**src/rtl/jump_ctrl.sv**
```systemverilog
// Vertical-motion sequencer: ground/rise/fall FSM that moves char_Y once per frame tick.
// Optional JUMP_CTRL_VARJUMP_EN: releasing the button cuts a button-launched rise short.
module jump_ctrl #(
  parameter int GROUND_Y   = 200,
  parameter int Y_MIN      = 0,
  parameter int JUMP_V     = 12,
  parameter int SPRING_V   = 20,
  parameter int GRAVITY    = 1,
  parameter int MAX_FALL_V = 8,
  parameter int V_W        = 6
) (
  input  logic       sys_clk,
  input  logic       sys_rst,
  input  logic       tick,
  input  logic       btn_jump,
  input  logic       spring_jump,
  input  logic       on_ground,
  input  logic       hit_ceiling,
  output logic [8:0] char_Y,
  output logic [1:0] state,
  output logic       airborne,
  output logic       land
);

  typedef enum logic [1:0] {
    ST_GROUND = 2'd0,
    ST_RISE   = 2'd1,
    ST_FALL   = 2'd2,
    ST_UNUSED = 2'd3
  } state_e;

  localparam logic [9:0]     GY10     = 10'(GROUND_Y);
  localparam logic [9:0]     YMIN10   = 10'(Y_MIN);
  localparam logic [V_W-1:0] JUMP_VW  = V_W'(JUMP_V);
  localparam logic [V_W-1:0] SPRING_VW = V_W'(SPRING_V);
  localparam logic [V_W-1:0] GRAV_W   = V_W'(GRAVITY);
  localparam logic [V_W-1:0] MAXV_W   = V_W'(MAX_FALL_V);
  localparam logic [V_W:0]   GRAV_X   = (V_W+1)'(GRAVITY);
  localparam logic [V_W:0]   MAXV_X   = (V_W+1)'(MAX_FALL_V);

  state_e         state_q;
  logic [8:0]     y_q;
  logic [V_W-1:0] vel_q;
  logic           land_q;
  logic           jump_req_q;
  logic           btn_q;

  logic           btn_edge;
  logic           launch_req;
  logic [9:0]     y_ext;
  logic [9:0]     vel_ext;
  logic           rise_clamp;
  logic [9:0]     y_rise;
  logic           rise_apex;
  logic [V_W-1:0] vel_rise_nxt;
  logic [9:0]     y_sum;
  logic           fall_clamp;
  logic [9:0]     y_fall;
  logic [V_W:0]   vel_up_x;
  logic [V_W-1:0] vel_fall_nxt;
  logic           at_floor;
  logic           cut_rise;

`ifdef JUMP_CTRL_VARJUMP_EN
  logic src_q;
  assign cut_rise = src_q & ~btn_jump;
`else
  assign cut_rise = 1'b0;
`endif

  // 10-bit arithmetic so a large velocity can never wrap the Y coordinate
  always_comb begin
    btn_edge     = btn_jump & ~btn_q;
    launch_req   = jump_req_q | btn_edge;
    y_ext        = {1'b0, y_q};
    vel_ext      = 10'(vel_q);
    rise_clamp   = (y_ext <= (YMIN10 + vel_ext));
    y_rise       = rise_clamp ? YMIN10 : (y_ext - vel_ext);
    rise_apex    = (vel_q <= GRAV_W) || rise_clamp;
    vel_rise_nxt = vel_q - GRAV_W;
    y_sum        = y_ext + vel_ext;
    fall_clamp   = (y_sum >= GY10);
    y_fall       = fall_clamp ? GY10 : y_sum;
    vel_up_x     = {1'b0, vel_q} + GRAV_X;
    vel_fall_nxt = (vel_up_x >= MAXV_X) ? MAXV_W : vel_up_x[V_W-1:0];
    at_floor     = (y_ext >= GY10);
  end

  always_ff @(posedge sys_clk) begin
    if (sys_rst) begin
      state_q    <= ST_GROUND;
      y_q        <= GY10[8:0];
      vel_q      <= '0;
      land_q     <= 1'b0;
      jump_req_q <= 1'b0;
      btn_q      <= 1'b0;
`ifdef JUMP_CTRL_VARJUMP_EN
      src_q      <= 1'b0;
`endif
    end else begin
      btn_q  <= btn_jump;
      land_q <= 1'b0;
      if (!tick) begin
        jump_req_q <= launch_req;
      end else begin
        jump_req_q <= 1'b0;
        case (state_q)
          ST_RISE: begin
            if (hit_ceiling || cut_rise) begin
              state_q <= ST_FALL;
              vel_q   <= '0;
            end else begin
              y_q <= y_rise[8:0];
              if (rise_apex) begin
                state_q <= ST_FALL;
                vel_q   <= '0;
              end else begin
                vel_q <= vel_rise_nxt;
              end
            end
          end
          ST_FALL: begin
            if (spring_jump) begin
              state_q <= ST_RISE;
              vel_q   <= SPRING_VW;
`ifdef JUMP_CTRL_VARJUMP_EN
              src_q   <= 1'b0;
`endif
            end else if (on_ground || at_floor) begin
              state_q <= ST_GROUND;
              vel_q   <= '0;
              land_q  <= 1'b1;
              y_q     <= at_floor ? GY10[8:0] : y_q;
            end else begin
              y_q <= y_fall[8:0];
              if (fall_clamp) begin
                state_q <= ST_GROUND;
                vel_q   <= '0;
                land_q  <= 1'b1;
              end else begin
                vel_q <= vel_fall_nxt;
              end
            end
          end
          default: begin
            // GROUND, and the unreachable encoding recovers as GROUND
            if (spring_jump) begin
              state_q <= ST_RISE;
              vel_q   <= SPRING_VW;
`ifdef JUMP_CTRL_VARJUMP_EN
              src_q   <= 1'b0;
`endif
            end else if (launch_req) begin
              state_q <= ST_RISE;
              vel_q   <= JUMP_VW;
`ifdef JUMP_CTRL_VARJUMP_EN
              src_q   <= 1'b1;
`endif
            end else if (!on_ground && !at_floor) begin
              state_q <= ST_FALL;
              vel_q   <= '0;
            end else begin
              state_q <= ST_GROUND;
              vel_q   <= '0;
            end
          end
        endcase
      end
    end
  end

  assign char_Y   = y_q;
  assign state    = (state_q == ST_RISE || state_q == ST_FALL) ? state_q : ST_GROUND;
  assign airborne = (state_q == ST_RISE) || (state_q == ST_FALL);
  assign land     = land_q;

endmodule

```
**config.mk**
```make
export PLATFORM = sky130hd
export DESIGN_NAME = jump_ctrl
export DESIGN_NICKNAME = d
export VERILOG_FILES = /design/src/rtl/jump_ctrl.sv
export SDC_FILE = /design/constraint.sdc
export NUM_CORES = 1
export LEC_CHECK = 0
export CORE_MARGIN = 1.5
export CORE_UTILIZATION = 55
export CTS_BUF_LIST = sky130_fd_sc_hd__clkbuf_4 sky130_fd_sc_hd__clkbuf_8 sky130_fd_sc_hd__clkbuf_16
export DETAILED_ROUTE_END_ITERATION = 16
export PLACE_DENSITY = 0.78
export REMOVE_ABC_BUFFERS = 1
export SYNTH_ARGS = -nofsm -noshare
export SYNTH_HDL_FRONTEND = slang
export SYNTH_SLANG_ARGS = --single-unit
```
**constraint.sdc**
```tcl
create_clock -name sys_clk -period 3.3 [get_ports sys_clk]
set_input_delay 0.825 -clock sys_clk [delete_from_list [all_inputs] [get_ports sys_clk]]
set_output_delay 0.825 -clock sys_clk [all_outputs]
set_load 0.02 [all_outputs]
```
==> metrics.md <==
| Metric | Value |
|---|---|
| Status | complete, no violations |
| Ys async rst share | 0% |
| Min Tclk post-route | 2.99 ns |
| Worst-Margin Slew | 0.588 ns |
| Commonest cells post-synth | 21 x nor2_1, 20 x dfxtp_1, 20 x inv_1 |
| Distinct cells, synth | 56 |
| Post-synth top flop | dfxtp_1 |
| Max stage delay cell, worst path | nor3_1 |
| Critical Path AT | 3.21 ns |
| CTS sink count | 20 |
| CP startpoint kind | flop |
| Syn avg cell area | 7.55 um^2 |
| Die width | 62.3 um |
| DIE AREA | 3880 um^2 |
| Die height | 62.3 um |
| Via/cell ratio | 6.23 |
| YS warnings | 0 |
| Final Skew | 0.00330 ns |
| DRT iter0 DRCs | 175 |
| Clock buffer depth | 2 |
| Final Hold Viols | 0 |
| Grt ovf | 0 |
| Number of remaining DRC errors | 0 |
| Peak Freq | 335 MHz |
| Synth Instances | 256 |
| CP bufs+invs | 1 |
| Worst skew pair latency | 0.33 ns |
| Final hold slack | 0.550 ns |
| Final cell count without fillers | 313 |
| WL final | 5480 um |
| Vias in the first global route | 1814 |
| Power density over the cells | 324 nW/um^2 |
| Final Cell Area | 2180 um^2 |
| Ant. Diodes | 0 |
| Crit path largest cell delay | 0.51 ns |
| Setup violators final | 0 |
| CTS Buf Count | 3 |
| Clock Pin Slew Worst Setup and Hold Paths | 0.13 ns |
| Maximum VDD drop | 0.208 mV |
| Post-layout util | 64.8% |
| Most used cell, CP | nor3_1 |
| Number of flops mapped to enable cells by yosys | 0 |
| Setup Buffers After CTS | 0 |
| Post-Syn Area | 1930 um^2 |
| CP top delay family | simple AND/OR/NAND/NOR gates |
| Post-DR wirelength/cell | 17.5 um |
| First-pass GRT wire length | 9160 um |
| Post-cts resize count | 0 |
| Multi-input gate area | 1370 um^2 |
| CTS tree | done |
| Initial DRT Pass Iterations | 5 |
| Setup TNS | 0 ns |
| Worst reg2reg path startpoint | vel_q[2]$_SDFFE_PP0P_ |
| Post-DP HPWL | 4040 um |
| Min-delay worst type | reg2reg |
| Leak | 0.000834 uW |
| CP required | 3.52 ns |
| Starting Density | 57.5% |
| Register area share after synthesis | 20.7% |
| Worst rel slew slack | 60.5% |
| Max Cap Viol | 0 |
| Fin. max-slew vios | 0 |
| Most frequent cell after synthesis | nor2_1 |
| Top post-synthesis cells by area | dfxtp_1 21%, ha_1 11%, nor2_1 4.1%, inv_1 3.9%, nor3_1 3.6% |
| Post-CTS Hold Fix Bufs | 0 |
| R2R cell count | 9 |
| Yosys reg bits | 20 |
| Core Footprint | 3360 um^2 |
| Routed via count | 1949 |
| Top Ports | 20 |
| Yosys top cell by area | dfxtp_1 |
| Routability cong. | 1.00 |
| Cell Chain, Critical Path | inv_2 > ha_1 > nor3b_1 > nor3_1 > nor3_1 > o21ai_0 > nand3_1 > a31o_2 > mux2_1 |
| Area after DPL | 2130 um^2 |
| Crit. End Element | flop |
| Fin crit share | 90.5% |
| PortBufs | 19 |
| H-tree lvl count | 1 |
| Number of fill cells | 314 |
| Area delta synth->final | 12.8% |
| Worst Setup SP | vel_q[2]$_SDFFE_PP0P_ |
| Largest net degree at the start of global routing | 20 |
| Hold path depth | 2 |
| HP Start | char_Y[2]$_SDFFE_PP0P_ |
| RSZ-0062 raised after global routing | no |
| Register area | 400 um^2 |
| Placed Cells incl. Taps | 309 |
| Crit Path Max Fanout | 10 |
| Share of cells above drive strength 1 | 5.62% |
| Critical Path Stages | 9 |
| Row count | 21 |
| Initial antenna violation count | 0 |
| Fin nets | 294 |
| Tot GR Track Use | 29.5% |
| Post-synth top area share | 20.7% |
| DRT antenna net count | 0 |
| Clk root buf | clkbuf_4 |
| Crit Path Class | reg2reg |
final timing paths:
check,endpoint,slack (ns)
worst max register to register,state_q[1]$_SDFFE_PP0P_,0.31
worst min register to register,char_Y[2]$_SDFFE_PP0P_,0.55
worst min-delay path,char_Y[2]$_SDFFE_PP0P_,0.55
worst max-delay path,state_q[1]$_SDFFE_PP0P_,0.31
cell type report:
type,instances,share of cell area [%]
clock buffer,3,1.03
clock inverter,1,1.38
inverter,22,3.79
multi-input combinational,198,62.7
sequential,20,18.4
tap,46,2.64
timing repair buffer,23,10.1
state kept, by name, summed over array words and instances (netlist names):
| signal | flops |
|---|---|
| char_Y | 9 |
| vel_q | 6 |
| state_q | 2 |
| btn_q | 1 |
| jump_req_q | 1 |
| land | 1 |
logic make-up after synthesis:
group,Yosys count,share of synthesized area (%)
xor gates and xnor gates,9,4.08
muxes,2,1.16
DFF,20,20.7
adders and majority gates,19,13.1
buffers and inverters,38,8.61
AOI/OAI and AO/OA,76,26.7
and+or+nand+nor,92,25.7
metrics by stage:
step,worst slack [ns],total power (uW)
global route,0.159,741
CTS,0.377,701
global placement,0.415,491
finish,0.314,707
detailed placement,0.396,490
floorplan,0.672,417
worst register-to-register path: stages (launching register included):
cell,delay (ns)
dfxtp_1,0.49
inv_2,0.08
ha_1,0.49
nor3b_1,0.10
nor3_1,0.51
nor3_1,0.10
o21ai_0,0.28
nand3_1,0.25
a31o_2,0.28
mux2_1,0.31
power breakdown:
part           switching [uW]  internal, uW  total, uW
clock network            92.8           123        216
registers                14.0           252        266
logic                     132          93.4        226
cell usage in the layout, fill, tap and decap left out, types with 3 or more instances in the layout:
master            n
a31oi_1          10
o22ai_1           3
clkbuf_4          3
nand3_1           7
xnor2_1           7
inv_1            20
clkdlybuf4s50_1  19
nand3b_1          5
dfxtp_1          20
ha_1             17
nor2_1           21
o31ai_1           5
nand4_1           4
nor2b_1           8
buf_4             4
o21a_1            6
a21oi_1          12
nor3_1           14
nor3b_1           3
a21o_1            4
o21ai_0          11
nand2_1          17
per-layer routing:
metal | routed length, um | share of wire (%) | GRT usage, % | up-vias
li1 | - | - | - | 954
met1 | 2490 | 45 | 40.9 | 896
met2 | 2450 | 45 | 47.4 | 89
met3 | 437 | 8.0 | 4.17 | 10
met4 | 99 | 1.8 | 9.72 | 0
met5 | 0 | 0 | 0 | -
No activity file was read; power rests on OpenSTA's default activity.
==> RTL edit 1: new RTL, same flow settings <==
Change the parameter `V_W` from 6 to 12.
--- a/src/rtl/jump_ctrl.sv
+++ b/src/rtl/jump_ctrl.sv
@@ -7,7 +7,7 @@
   parameter int SPRING_V   = 20,
   parameter int GRAVITY    = 1,
   parameter int MAX_FALL_V = 8,
-  parameter int V_W        = 6
+  parameter int V_W        = 12
 ) (
   input  logic       sys_clk,
   input  logic       sys_rst,
Formal check against the unedited RTL: no difference found for any inputs over 4 cycles, from zero or initial values and one cycle with sys_rst high; that may be too few to reach the edited logic, so the function may still have changed.
==> RTL edit 1 against the original RTL <==
  * Power is 42% higher
  * Fmax is 4.1% lower
  * Sequential cell count is 6 higher
  * Cell count is 33% higher
  * Count of clock-buffer cells in the layout stayed put
  * Routed wire length is 40% higher
  * Sequential share of layout area is 0.68 points lower
  * Critical path type unchanged
  * Combinational power is 71% higher
  * Final area is 35% higher
  * Synthesized area is 32% higher
  * Worst setup slack worse by 0.13 ns
  * Clock skew is 0.0028 ns higher
==> RTL edit 1: results (changes against the original RTL) <==
.. list-table::
   :header-rows: 1

   * - Metric
     - Value
   * - Run status
     - finished, final reports clean
   * - Iter 0 DRT Violations
     - 239 (+37%)
   * - Placer congestion estimate
     - 0.940 (-6.2%)
   * - Maximum fanout count along the critical path
     - 8 (-2)
   * - Synth cell count leaders
     - sky130_fd_sc_hd__nor2_1, sky130_fd_sc_hd__inv_1, sky130_fd_sc_hd__dfxtp_1, sky130_fd_sc_hd__ha_1, sky130_fd_sc_hd__nand2_1
   * - Leakage power total
     - 1.14 nW (+36%)
   * - Origin of the critical flop-to-flop path
     - vel_q[5]$_SDFFE_PP0P_
   * - Main area contributors after synthesis
     - sky130_fd_sc_hd__dfxtp_1, sky130_fd_sc_hd__ha_1, sky130_fd_sc_hd__nor2_1
   * - CTS Root Buffer Type
     - sky130_fd_sc_hd__clkbuf_8
   * - Drt via density
     - 6.57 (+5.6%)
   * - Comb. pwr
     - 0.000386 W (+71%)
   * - Detail Placement HPWL
     - 5.80 mm (+43%)
   * - Clock slew at reported path FFs
     - 0.10 ns (-0.03 ns)
   * - Sw Share
     - 0.356 (+0.0184)
   * - Share of post-route cells with drive strength above 1
     - 0.0959 (+0.0397)
   * - Distinct cell type count of the synthesized netlist
     - 61 (+8.9%)
   * - Slew at the pin closest to its max-slew limit
     - 0.706 ns (+0.118 ns)
   * - Arr. time, crit path
     - 3.29 ns (+0.08 ns)
   * - Number of inverters outside the clock class in the layout
     - 28 (+27%)
   * - Number of sinks on the clock net
     - 26 (+30%)
   * - Final WL
     - 7.69 mm (+40%)
   * - Startpoint of the most critical hold path
     - char_Y[0]$_SDFFE_PP0P_
   * - Number of multi-input combinational cells
     - 268 (+35%)
   * - Cell family contributing the most delay on the critical path
     - compound AO/OA/AOI/OAI gates
   * - Buffer count excluding the clock tree in the final layout
     - 39 (+70%)
   * - Number of flip-flops under the largest register name
     - 12 (+3)
   * - Worst supply voltage drop on vdd
     - 0.000273 V (+32%)
   * - Final standard cell count with taps included and fillers excluded
     - 417 (+33%)
   * - Total global routing track utilization
     - 0.311 (+0.0157)
   * - Worst path max stage delay
     - 0.55 ns (+0.04 ns)
   * - Area growth, synth to finish
     - 15.7%
   * - Layout buffering overhead excluding clock cells
     - 0.116 (+0.0146)
   * - Fillcell total
     - 385 (+23%)
   * - Sequential area share after synthesis
     - 0.205 (-0.00240)
   * - Portion of total power attributed to the clock network
     - 0.273 (-0.032)
   * - Reported clock group power
     - 0.000274 W (+27%)
   * - Worst Setup Slack post-DPL
     - 0.217 ns (-0.179 ns)
[RTL edit 1: changes by cell type after synthesis, sizes merged, moves of 3 or more]
cell / change
a21oi: +7
clkbuf: +3
dfxtp: +6
ha: +6
inv: +6
nand2: +3
nand2b: +5
nand3b: -4
nor2: +15
nor4: +5
o21ai: +5
o311ai: +3
or2: +4
[RTL edit 1: cells by family (layout without fill, tap and decap cells)]
family          count (synthesis)  in the layout  synth area share
simple gates                  121            121             0.235
buf+inv                        45             71            0.0714
xor+xnor                       11             11            0.0379
compound gates                108            108             0.309
flops                          26             26             0.205
mux                             3              3            0.0133
fa+ha+maj                      25             25             0.129
[RTL edit 1: per-layer routing]
layer	global-route usage	wire, µm
met3	0.0385	601
met5	0	0
met1	0.439	3440
met4	0.0860	123
met2	0.501	3520
==> RTL edit 2: new RTL, same flow settings <==
Made on the original files. Make the reset (`sys_rst`) asynchronous in one clocked block.
--- a/src/rtl/jump_ctrl.sv
+++ b/src/rtl/jump_ctrl.sv
@@ -86,7 +86,7 @@
     at_floor     = (y_ext >= GY10);
   end
 
-  always_ff @(posedge sys_clk) begin
+  always_ff @(posedge sys_clk or posedge sys_rst) begin
     if (sys_rst) begin
       state_q    <= ST_GROUND;
       y_q        <= GY10[8:0];
Behaviour: differs if sys_rst is asserted again (counterexample within 4 cycles, from zero or initial values and one cycle with sys_rst high); with sys_rst held inactive, the same outputs for 4 cycles.
==> RTL edit 2 against the original RTL <==
  * Non-clock buffer count grew 11
  * Sequential cell count is the same
  * Routed wire length grew 5.2%
  * Worst setup slack lost 0.15 ns
  * Final area grew 13%
  * Sequential share of layout area grew 2.1 points
  * Synthesized area grew 9.3%
  * Critical endpoint is now char_Y[4]$_DFFE_PP0P_
Power is left out: it rests on default switching activity, and per cell area and clock period it moved more than threefold.
==> RTL edit 2: results (changes against the original RTL) <==
.. list-table::
   :header-rows: 1

   * - Metric
     - Value
   * - Clock latency reported for the late side of the worst-skew pair
     - 0.26 ns (-0.07 ns)
   * - Antenna violations before repair
     - 0 (unchanged)
   * - Run status
     - finished, final reports clean
   * - Iter 0 DRT Violations
     - 304 (+74%)
   * - Post-synth top flop
     - sky130_fd_sc_hd__dfrtp_1
   * - CTS Root Buffer Type
     - sky130_fd_sc_hd__clkbuf_8
   * - Capture endpoint of the worst hold path
     - char_Y[3]$_DFFE_PP1P_
   * - Cell family contributing the most delay on the critical path
     - compound AO/OA/AOI/OAI gates
   * - Main area contributors after synthesis
     - sky130_fd_sc_hd__dfrtp_1, sky130_fd_sc_hd__ha_1, sky130_fd_sc_hd__a21oi_1
   * - Detail Placement HPWL
     - 4.36 mm (+8.0%)
   * - Average wire length per cell after detail routing
     - 17.0 µm (-2.9%)
   * - Async S/R FF share, synth
     - 1.00 (+1.00)
   * - Startpoint of the most critical hold path
     - char_Y[3]$_DFFE_PP1P_
   * - Share of post-route cells with drive strength above 1
     - 0.107 (+0.0503)
   * - FF-to-FF path depth
     - 10 (+1)
   * - Worst reg2reg path endpoint
     - char_Y[4]$_DFFE_PP0P_
   * - Distinct cell type count of the synthesized netlist
     - 62 (+11%)
   * - Total global routing track utilization
     - 0.300 (+0.00464)
   * - Slowest cell on crit path
     - sky130_fd_sc_hd__or4_1
   * - Register-to-Register Setup Slack
     - 0.16 ns (-0.15 ns)
   * - Placer congestion estimate
     - 0.969 (-3.4%)
   * - Synth cell count leaders
     - sky130_fd_sc_hd__inv_1, sky130_fd_sc_hd__nand2_1, sky130_fd_sc_hd__a21oi_1, sky130_fd_sc_hd__nor2_1, sky130_fd_sc_hd__o21ai_0
   * - Via Count
     - 2,145 (+10%)
   * - Arr. time, crit path
     - 3.33 ns (+0.12 ns)
   * - Worst path max stage delay
     - 0.48 ns (-0.03 ns)
   * - Launch point of the critical path
     - vel_q[1]$_DFFE_PP0P_
   * - Maximum fanout count along the critical path
     - 7 (-3)
   * - First-pass GRT wire length
     - 9.98 mm (+9.0%)
   * - # nets final
     - 318 (+8.2%)
   * - Sequential area share after synthesis
     - 0.239 (+0.0316)
-- RTL edit 2: cell count changes after synthesis, sizes merged, moves of 5 or more --
| cell | delta |
|---|---|
| a31oi | -6 |
| clkbuf | +5 |
| buf | -5 |
| o21ai | +5 |
| a21oi | +8 |
| dfrtp | +17 |
| dfxtp | -20 |
-- RTL edit 2: through the flow --
step / std cells / setup slack, ns
6_report: 339 / 0.164
3_3_place_gp: 335 / 0.280
4_1_cts: 339 / 0.185
3_5_place_dp: 335 / 0.213
5_1_grt: 339 / 0.0327
2_1_floorplan: 253 / 0.300
-- RTL edit 2: kinds of logic after synthesis --
logic type / Yosys count / share of synthesized area
AO/OA/AOI/OAI: 94 / 0.314
XOR/XNOR: 5 / 0.0207
adder cells (fa/ha/maj): 19 / 0.120
buffers and inverters: 37 / 0.0717
flip-flops: 20 / 0.239
multiplexers: 4 / 0.0219
AND/OR/NAND/NOR: 90 / 0.213
-- RTL edit 2: layer usage --
| layer | track usage | wire [µm] | up-vias | part of all wire |
|---|---|---|---|---|
| li1 | - | - | 1031 | - |
| met1 | 0.426 | 2670 | 1015 | 0.46 |
| met2 | 0.487 | 2690 | 89 | 0.47 |
| met3 | 0.0382 | 323 | 10 | 0.056 |
| met4 | 0.0665 | 86 | 0 | 0.015 |
| met5 | 0 | 0 | - | 0 |
-- RTL edit 2: final cells by class --
| class | instances | area, µm² |
|---|---|---|
| clock buffer | 4 | 55.1 |
| timing repair buffer | 34 | 303 |
| fill | 318 | 1200 |
| multi-input combinational | 212 | 1460 |
| sequential | 20 | 504 |
| tap | 48 | 60.1 |
| inverter | 21 | 78.8 |
-- RTL edit 2: timing repair --
action                                  in CTS  in global routing
resized for setup                            0                  1
hold buffers                                 0                  0
endpoints found under the setup margin       0                  2
-- RTL edit 2: worst register-to-register path, stage by stage, from the launching register on --
cell                       delay (ns)
sky130_fd_sc_hd__dfrtp_1         0.46
sky130_fd_sc_hd__inv_1           0.28
sky130_fd_sc_hd__fa_1            0.34
sky130_fd_sc_hd__o21bai_4        0.10
sky130_fd_sc_hd__or4_1           0.48
sky130_fd_sc_hd__a31o_1          0.23
sky130_fd_sc_hd__mux2_2          0.27
sky130_fd_sc_hd__a21o_1          0.27
sky130_fd_sc_hd__buf_4           0.19
sky130_fd_sc_hd__a211oi_1        0.26
sky130_fd_sc_hd__o22a_1          0.19
